<file path="src/rtl/usb_rx_fifo.sv">
// usb_rx_fifo
//
// USB full-speed receive path with a payload FIFO. Raw D+/D- are synchronised,
// sampled mid-bit by a bit timer that re-locks on every D+ edge, NRZI decoded
// and unstuffed. A framing FSM checks SYNC and PID, optionally checks CRC16 on
// data packets, and pushes every decoded byte after the PID into a
// first-word-fall-through FIFO.
//
// Ports:
//   clk         system clock, rising edge
//   n_rst       asynchronous active-low reset
//   d_plus      raw D+ line (asynchronous)
//   d_minus     raw D- line (asynchronous)
//   r_enable    pop the FIFO head (ignored when empty)
//   r_data      FIFO head, 8'h00 when empty
//   empty/full  FIFO occupancy flags
//   rcving      high while a packet is being received
//   r_error     sticky packet error (bad SYNC/PID, stuff error, truncation, overflow)
//   PID         last valid PID
//   pkt_done    one-cycle pulse on a clean end of packet
//   crc_error   sticky CRC16 failure of the last data packet
//   byte_count  current FIFO occupancy

module usb_rx_fifo #(
    parameter int CLKS_PER_BIT = 8,
    parameter int FIFO_DEPTH   = 64,
    parameter bit CRC_CHECK    = 1'b1,
    localparam int CW          = $clog2(FIFO_DEPTH + 1)
) (
    input  logic          clk,
    input  logic          n_rst,
    input  logic          d_plus,
    input  logic          d_minus,
    input  logic          r_enable,
    output logic [7:0]    r_data,
    output logic          empty,
    output logic          full,
    output logic          rcving,
    output logic          r_error,
    output logic [3:0]    PID,
    output logic          pkt_done,
    output logic          crc_error,
    output logic [CW-1:0] byte_count
);

    localparam int HALF = CLKS_PER_BIT / 2;
    localparam int TW   = $clog2(CLKS_PER_BIT);
    localparam int PW   = $clog2(FIFO_DEPTH);

    localparam logic [TW-1:0] TIMER_LAST   = TW'(CLKS_PER_BIT - 1);
    localparam logic [TW-1:0] TIMER_SAMPLE = TW'(HALF - 1);
    localparam logic [CW-1:0] DEPTH_CNT    = CW'(FIFO_DEPTH);
    localparam logic [15:0]   CRC_RESIDUAL = 16'h800D;

    typedef enum logic [2:0] {
        ST_IDLE,
        ST_SYNC,
        ST_PID,
        ST_DATA,
        ST_EOP,
        ST_ERR
    } state_t;

    state_t state, state_next;

    // ------------------------------------------------------------------
    // Input synchronisers and line decode
    // ------------------------------------------------------------------
    logic dp_meta, dp_sync, dp_last;
    logic dm_meta, dm_sync;

    // NOTE: sequential state always uses non-blocking assignments so every
    // flop samples the pre-edge value of its neighbours.
    always_ff @(posedge clk or negedge n_rst) begin
        if (!n_rst) begin
            dp_meta <= 1'b1;
            dp_sync <= 1'b1;
            dp_last <= 1'b1;
            dm_meta <= 1'b0;
            dm_sync <= 1'b0;
        end else begin
            dp_meta <= d_plus;
            dp_sync <= dp_meta;
            dp_last <= dp_sync;
            dm_meta <= d_minus;
            dm_sync <= dm_meta;
        end
    end

    logic dp_edge, se0, j_state;
    assign dp_edge = dp_sync != dp_last;
    assign se0     = !dp_sync && !dm_sync;
    assign j_state = dp_sync && !dm_sync;

    // Bit timer: re-locked to zero on every D+ transition, so the sample
    // point sits HALF clocks after the observed edge.
    logic [TW-1:0] bit_timer;
    logic          shift_en;

    always_ff @(posedge clk or negedge n_rst) begin
        if (!n_rst) begin
            bit_timer <= '0;
        end else if (dp_edge || bit_timer == TIMER_LAST) begin
            bit_timer <= '0;
        end else begin
            bit_timer <= bit_timer + TW'(1);
        end
    end

    assign shift_en = bit_timer == TIMER_SAMPLE;

    // ------------------------------------------------------------------
    // NRZI decode, unstuffing and byte assembly
    // ------------------------------------------------------------------
    logic       nrzi_prev;
    logic [2:0] ones_cnt;
    logic [2:0] bit_cnt;
    logic [7:0] shift_reg;
    logic [15:0] crc;
    logic       se0_seen;

    logic       dec_bit, in_frame, bit_sample, stuff_drop, stuff_err;
    logic       bit_kept, byte_done, crc_fb;
    logic [7:0] byte_next;

    assign dec_bit    = dp_sync == nrzi_prev;
    assign in_frame   = (state == ST_SYNC) || (state == ST_PID) || (state == ST_DATA);
    // An SE0 sample in DATA is an end-of-packet marker, not a data bit.
    assign bit_sample = shift_en && in_frame && !((state == ST_DATA) && se0);
    assign stuff_drop = ones_cnt == 3'd6;
    assign stuff_err  = bit_sample && stuff_drop && dec_bit;
    assign bit_kept   = bit_sample && !stuff_drop;
    assign byte_done  = bit_kept && (bit_cnt == 3'd7);
    assign byte_next  = {dec_bit, shift_reg[7:1]};
    assign crc_fb     = dec_bit ^ crc[15];

    // ------------------------------------------------------------------
    // Framing FSM
    // ------------------------------------------------------------------
    logic set_err_fsm, clr_err, pid_load, crc_init, byte_push, finish;

    always_ff @(posedge clk or negedge n_rst) begin
        if (!n_rst) begin
            state <= ST_IDLE;
        end else begin
            state <= state_next;
        end
    end

    // NOTE: every signal driven here gets a default first, so no path can
    // leave one unassigned and infer a latch.
    always_comb begin
        state_next  = state;
        set_err_fsm = 1'b0;
        clr_err     = 1'b0;
        pid_load    = 1'b0;
        crc_init    = 1'b0;
        byte_push   = 1'b0;
        finish      = 1'b0;
        unique case (state)
            ST_IDLE: begin
                if (dp_edge && !dp_sync) state_next = ST_SYNC;
            end
            ST_SYNC: begin
                if (stuff_err) begin
                    state_next  = ST_ERR;
                    set_err_fsm = 1'b1;
                end else if (byte_done) begin
                    if (byte_next == 8'h80) begin
                        state_next = ST_PID;
                        clr_err    = 1'b1;
                    end else begin
                        state_next  = ST_ERR;
                        set_err_fsm = 1'b1;
                    end
                end
            end
            ST_PID: begin
                if (stuff_err) begin
                    state_next  = ST_ERR;
                    set_err_fsm = 1'b1;
                end else if (byte_done) begin
                    if (byte_next[3:0] == ~byte_next[7:4]) begin
                        state_next = ST_DATA;
                        pid_load   = 1'b1;
                        crc_init   = 1'b1;
                    end else begin
                        state_next  = ST_ERR;
                        set_err_fsm = 1'b1;
                    end
                end
            end
            ST_DATA: begin
                if (shift_en && se0) begin
                    if (bit_cnt == 3'd0) begin
                        state_next = ST_EOP;
                    end else begin
                        state_next  = ST_ERR;
                        set_err_fsm = 1'b1;
                    end
                end else if (stuff_err) begin
                    state_next  = ST_ERR;
                    set_err_fsm = 1'b1;
                end else if (byte_done) begin
                    byte_push = 1'b1;
                end
            end
            ST_EOP: begin
                if (j_state) begin
                    state_next = ST_IDLE;
                    finish     = 1'b1;
                end
            end
            ST_ERR: begin
                if (se0_seen && j_state) state_next = ST_IDLE;
            end
            default: state_next = ST_IDLE;
        endcase
    end

    // ------------------------------------------------------------------
    // FIFO control (declared early: overflow feeds r_error)
    // ------------------------------------------------------------------
    logic          push_valid;
    logic [7:0]    push_data;
    logic [PW-1:0] wr_ptr, rd_ptr;
    logic [CW-1:0] count;
    logic          do_push, do_pop, overflow;

    assign empty    = count == '0;
    assign full     = count == DEPTH_CNT;
    assign do_pop   = r_enable && !empty;
    assign do_push  = push_valid && (!full || do_pop);
    assign overflow = push_valid && full && !do_pop;

    // ------------------------------------------------------------------
    // Receive datapath and packet status
    // ------------------------------------------------------------------
    logic [3:0] pid_q;

    always_ff @(posedge clk or negedge n_rst) begin
        if (!n_rst) begin
            nrzi_prev  <= 1'b1;
            ones_cnt   <= '0;
            bit_cnt    <= '0;
            shift_reg  <= '0;
            crc        <= 16'hFFFF;
            pid_q      <= '0;
            r_error    <= 1'b0;
            crc_error  <= 1'b0;
            pkt_done   <= 1'b0;
            push_valid <= 1'b0;
            push_data  <= '0;
            se0_seen   <= 1'b0;
        end else begin
            pkt_done   <= finish;
            push_valid <= byte_push;
            push_data  <= byte_next;

            if (state == ST_IDLE) begin
                nrzi_prev <= 1'b1;
                ones_cnt  <= '0;
                bit_cnt   <= '0;
            end else begin
                if (shift_en) nrzi_prev <= dp_sync;
                if (bit_sample) begin
                    ones_cnt <= (stuff_drop || !dec_bit) ? 3'd0 : ones_cnt + 3'd1;
                end
                if (bit_kept) begin
                    shift_reg <= byte_next;
                    bit_cnt   <= bit_cnt + 3'd1;
                end
            end

            if (crc_init) begin
                crc <= 16'hFFFF;
            end else if ((state == ST_DATA) && bit_kept) begin
                crc <= {crc[14:0], 1'b0} ^ (crc_fb ? 16'h8005 : 16'h0000);
            end

            if (pid_load) pid_q <= byte_next[3:0];

            if (set_err_fsm || overflow) begin
                r_error <= 1'b1;
            end else if (clr_err) begin
                r_error <= 1'b0;
            end

            if (clr_err) begin
                crc_error <= 1'b0;
            end else if (finish && CRC_CHECK && (pid_q[1:0] == 2'b11) && (crc != CRC_RESIDUAL)) begin
                crc_error <= 1'b1;
            end

            // ERR must see SE0 before the J that ends the broken packet.
            if (state != ST_ERR) begin
                se0_seen <= 1'b0;
            end else if (se0) begin
                se0_seen <= 1'b1;
            end
        end
    end

    // ------------------------------------------------------------------
    // Payload FIFO
    // ------------------------------------------------------------------
    logic [7:0] mem [FIFO_DEPTH];

    always_ff @(posedge clk or negedge n_rst) begin
        if (!n_rst) begin
            wr_ptr <= '0;
            rd_ptr <= '0;
            count  <= '0;
        end else begin
            if (do_push) wr_ptr <= wr_ptr + PW'(1);
            if (do_pop)  rd_ptr <= rd_ptr + PW'(1);
            unique case ({do_push, do_pop})
                2'b10:   count <= count + CW'(1);
                2'b01:   count <= count - CW'(1);
                default: count <= count;
            endcase
        end
    end

    // NOTE: the storage array has no reset; empty gates r_data, so stale
    // contents are never visible.
    always_ff @(posedge clk) begin
        if (do_push) mem[wr_ptr] <= push_data;
    end

    assign r_data     = empty ? 8'h00 : mem[rd_ptr];
    assign byte_count = count;
    assign rcving     = state != ST_IDLE;
    assign PID        = pid_q;

endmodule
</file>
<file path="config.mk">
export PLATFORM = sky130hd
export DESIGN_NAME = usb_rx_fifo
export DESIGN_NICKNAME = d
export VERILOG_FILES = /design/src/rtl/usb_rx_fifo.sv
export SDC_FILE = /design/constraint.sdc
export NUM_CORES = 1
export LEC_CHECK = 0
export ABC_AREA = 1
export BUFFER_PORTS_ARGS = -buffer_cell sky130_fd_sc_hd__buf_2
export CORE_MARGIN = 5
export CORE_UTILIZATION = 50
export DETAILED_ROUTE_END_ITERATION = 12
export PLACE_DENSITY = 0.68
export SYNTH_ARGS = -nofsm -noshare
export SYNTH_HDL_FRONTEND = slang
export SYNTH_SLANG_ARGS = --single-unit
</file>
<file path="constraint.sdc">
create_clock -name clk -period 2.69 [get_ports clk]
set_clock_uncertainty 0.2 [all_clocks]
set_input_delay 0.538 -clock clk [delete_from_list [all_inputs] [get_ports clk]]
set_output_delay 0.538 -clock clk [all_outputs]
set_load 0.05 [all_outputs]
</file>
==> results.ini <==
[global_route]
grt_pass1_wl_um = 103000
grt_util_all_layers_pct = 24.6
first_global_vias = 17900
grt-ovfl-total = 0
antenna_found_initial = 1
grt_start_max_net_pins = 65

[detailed_routing]
via_per_inst = 5.54
drt_iter0_drc = 2151
via_count = 18100
wl_per_cell_um = 21.0
drc_errors = 0
wirelength_um = 68500
firstDrtPassIters = 6
ant_nets = 0

[finish]
fillers = 3893
area_growth_pct = 23.4
top_regs = mem (512), crc (16), push_data (8)
regArea_um2 = 17400
largest_reg_flops = 512
top_register = mem
nNetsFinal = 2569
multi_input_area_um2 = 7360
antenna_cells = 0
drive_above_1_share_pct = 21.2

[die]
start_util_pct = 50.3
core_area_um2 = 49900
dieArea_um2 = 54800
rows = 82
die_w_um = 234
pin_count = 30
die_h_um = 234

[critical_path]
crit_arrival_ns = 2.77
cp-start-kind = register
critPathCaptureType = output pin
cp.required_ns = 1.95
crit_fanout = 7
critical_path_class = reg -> out

[clocking]
h-tree-depth = 2
cts_inserted_buffers = 60
clk_latency_ns = 0.63
clock_path_buffers = 3
cts.reportedPaths.clkPinSlew_ns = 0.06
cts_sinks = 589
cts_tree = done
cts_root_buf = clkbuf_16

[outcome]
violations = setup timing
status = complete, but fails checks

[synthesis]
synth_top_cell_by_area = edfxtp_1
synth_fp_nets = 2389
synth_common_cells = nand2_1 (689), edfxtp_1 (512), nand3_1 (289)
ys.flop_type = edfxtp_1
ys_warn_count = 0
seq_area_frac_synth_pct = 69.1
ys_top_cells_by_area = edfxtp_1 (61%), nand2_1 (10%), nand3_1 (5.8%), dfrtp_1 (5.7%), nor2_1 (4.0%)
yosysMostFrequentCell = nand2_1
syn_area_um2 = 25100
synthArstFlopShare_pct = 13.1
synthCells = 2367
synth-edff-count = 512
yosys.cell_types.count = 39
ys_ff_latch = 589
yosysTopAreaCellShare_pct = 61.3
syn_avg_cell_area_um2 = 10.6

[placement]
hpwlAfterDp_um = 39400
gp_congestion = 0.950
numPortBuffers = 29

[timing]
setup_slack_ns = -0.820
report.final.slew_viol_count = 0
rsz0062_at_grt = true
tns_ns = -6.31
clock.fmax_mhz = 285
hold_viol_final = 0
slew_headroom_pct = 51.6
tightest_slew_ns = 0.723
fin_crit_ns = 3.51
fin_crit_sh_pct = 130
setup_viol = 8
hold_slack_ns = 0.146

[power]
p_leak_nw = 12.5
seq_power_share_pct = 32.7
switching_share_pct = 38.3
p_int_mw = 20.8
p_comb_share_pct = 43.3
clockPowerShare_pct = 23.9
power_mw = 33.7
p_switching_mw = 12.9
power.density_nw_per_um2 = 1090
ir_drop_uv = 783

[worst_hold_path]
hold_path.class = reg -> reg

[run]
drv_cap = 0

[cells by family after synthesis]
group,after synthesis,synth area share (%)
flops,589,69.1
fa+ha+maj,17,0.878
compound gates,156,3.24
xor+xnor,17,0.593
buf+inv,299,4.89
simple gates,1289,21.3
[power by group through the flow]
stage	sequential [mW]	combinational (mW)	clock, mW
final	11.0	14.6	8.06
after global routing	11.1	15.5	8.57
after CTS	11.0	12.9	8.15
after detailed placement	11.2	10.6	0
after global placement	11.2	10.5	0
after floorplan	11.3	6.42	0
[layer usage]
layer	wire length, µm	track usage [%]
met5	17	0
met4	2580	8.55
met3	7310	6.64
met2	32000	39.1
met1	26600	33.2
[metrics by stage]
step	setup slack, ns	instances	utilization [%]	area, µm²
2_1_floorplan	-0.213	2367	-	25100
3_3_place_gp	-0.453	3105	54.3	27100
3_5_place_dp	-0.469	3105	54.3	27100
5_1_grt	-0.875	3268	62.1	31000
4_1_cts	-0.775	3250	60.5	30100
6_report	-0.820	3268	62.1	31000
[worst max-delay path, stage by stage (launching register included)]
cell	delay (ns)
dfrtp_4	0.45
buf_12	0.21
buf_16	0.19
buf_8	0.12
clkbuf_16	0.14
nand2_1	0.05
nand3_1	0.16
nand3_1	0.13
nand2_1	0.10
nor2_2	0.05
nand2_2	0.08
nand3_2	0.09
a21oi_2	0.19
buf_6	0.18
[cell type report]
type / count / share of cell area, %
Multi-Input combinational cell: 1479 / 23.8
Timing Repair inverter: 2 / 0.117
Tap cell: 672 / 2.71
Clock buffer: 82 / 5.31
Clock inverter: 29 / 0.776
Sequential cell: 589 / 56.0
Timing Repair Buffer: 229 / 8.91
Inverter: 186 / 2.38
[cell usage in the layout, fill, tap and decap left out, types with 5 or more instances in the layout]
master | synthesis | final
nand3_1 | 289 | 221
edfxtp_1 | 512 | 512
ha_1 | 16 | 13
nor2_1 | 270 | 235
nand2_4 | 2 | 5
clkbuf_16 | 0 | 68
o21ai_1 | 4 | 18
inv_2 | 5 | 5
nand4_1 | 12 | 12
dfstp_2 | 20 | 20
buf_12 | 0 | 34
inv_1 | 177 | 175
a21oi_4 | 0 | 7
clkbuf_1 | 39 | 17
nand3_2 | 1 | 59
nand2_2 | 5 | 40
dfrtp_2 | 0 | 14
xor2_1 | 16 | 16
nor3_1 | 8 | 7
buf_16 | 0 | 15
buf_6 | 2 | 19
nor2_2 | 2 | 36
dfrtp_1 | 57 | 41
o211ai_1 | 6 | 6
nand3_4 | 0 | 10
o21ai_0 | 90 | 76
buf_4 | 10 | 120
clkinv_2 | 0 | 13
buf_8 | 0 | 8
nand2_1 | 689 | 651
a21oi_1 | 51 | 22
buf_2 | 42 | 19
a21oi_2 | 0 | 22
clkinv_1 | 4 | 13
[timing repair]
item	in CTS	in global routing
setup endpoints to repair	94	162
buffers inserted	17	8
gates cloned	14	11
hold buffers	3	0
gates resized for setup	155	135
pin swaps	42	77
hold endpoints to repair	63	0
[worst paths after layout]
path	from	end	slack [ns]	cells after the start
worst max-delay path	rd_ptr[0]	r_data[6]	-0.82	13
worst min-delay path	dm_meta	dm_sync	0.15	0
worst max register to register	byte_count[5]	mem[48][7]	0.09	9
worst min register to register	dm_meta	dm_sync	0.15	0
max in group asynchronous	n_rst	crc[4]	1.63	3
min in group asynchronous	n_rst	bit_timer[2]	0.22	3
(Power assumes the default switching activity.)
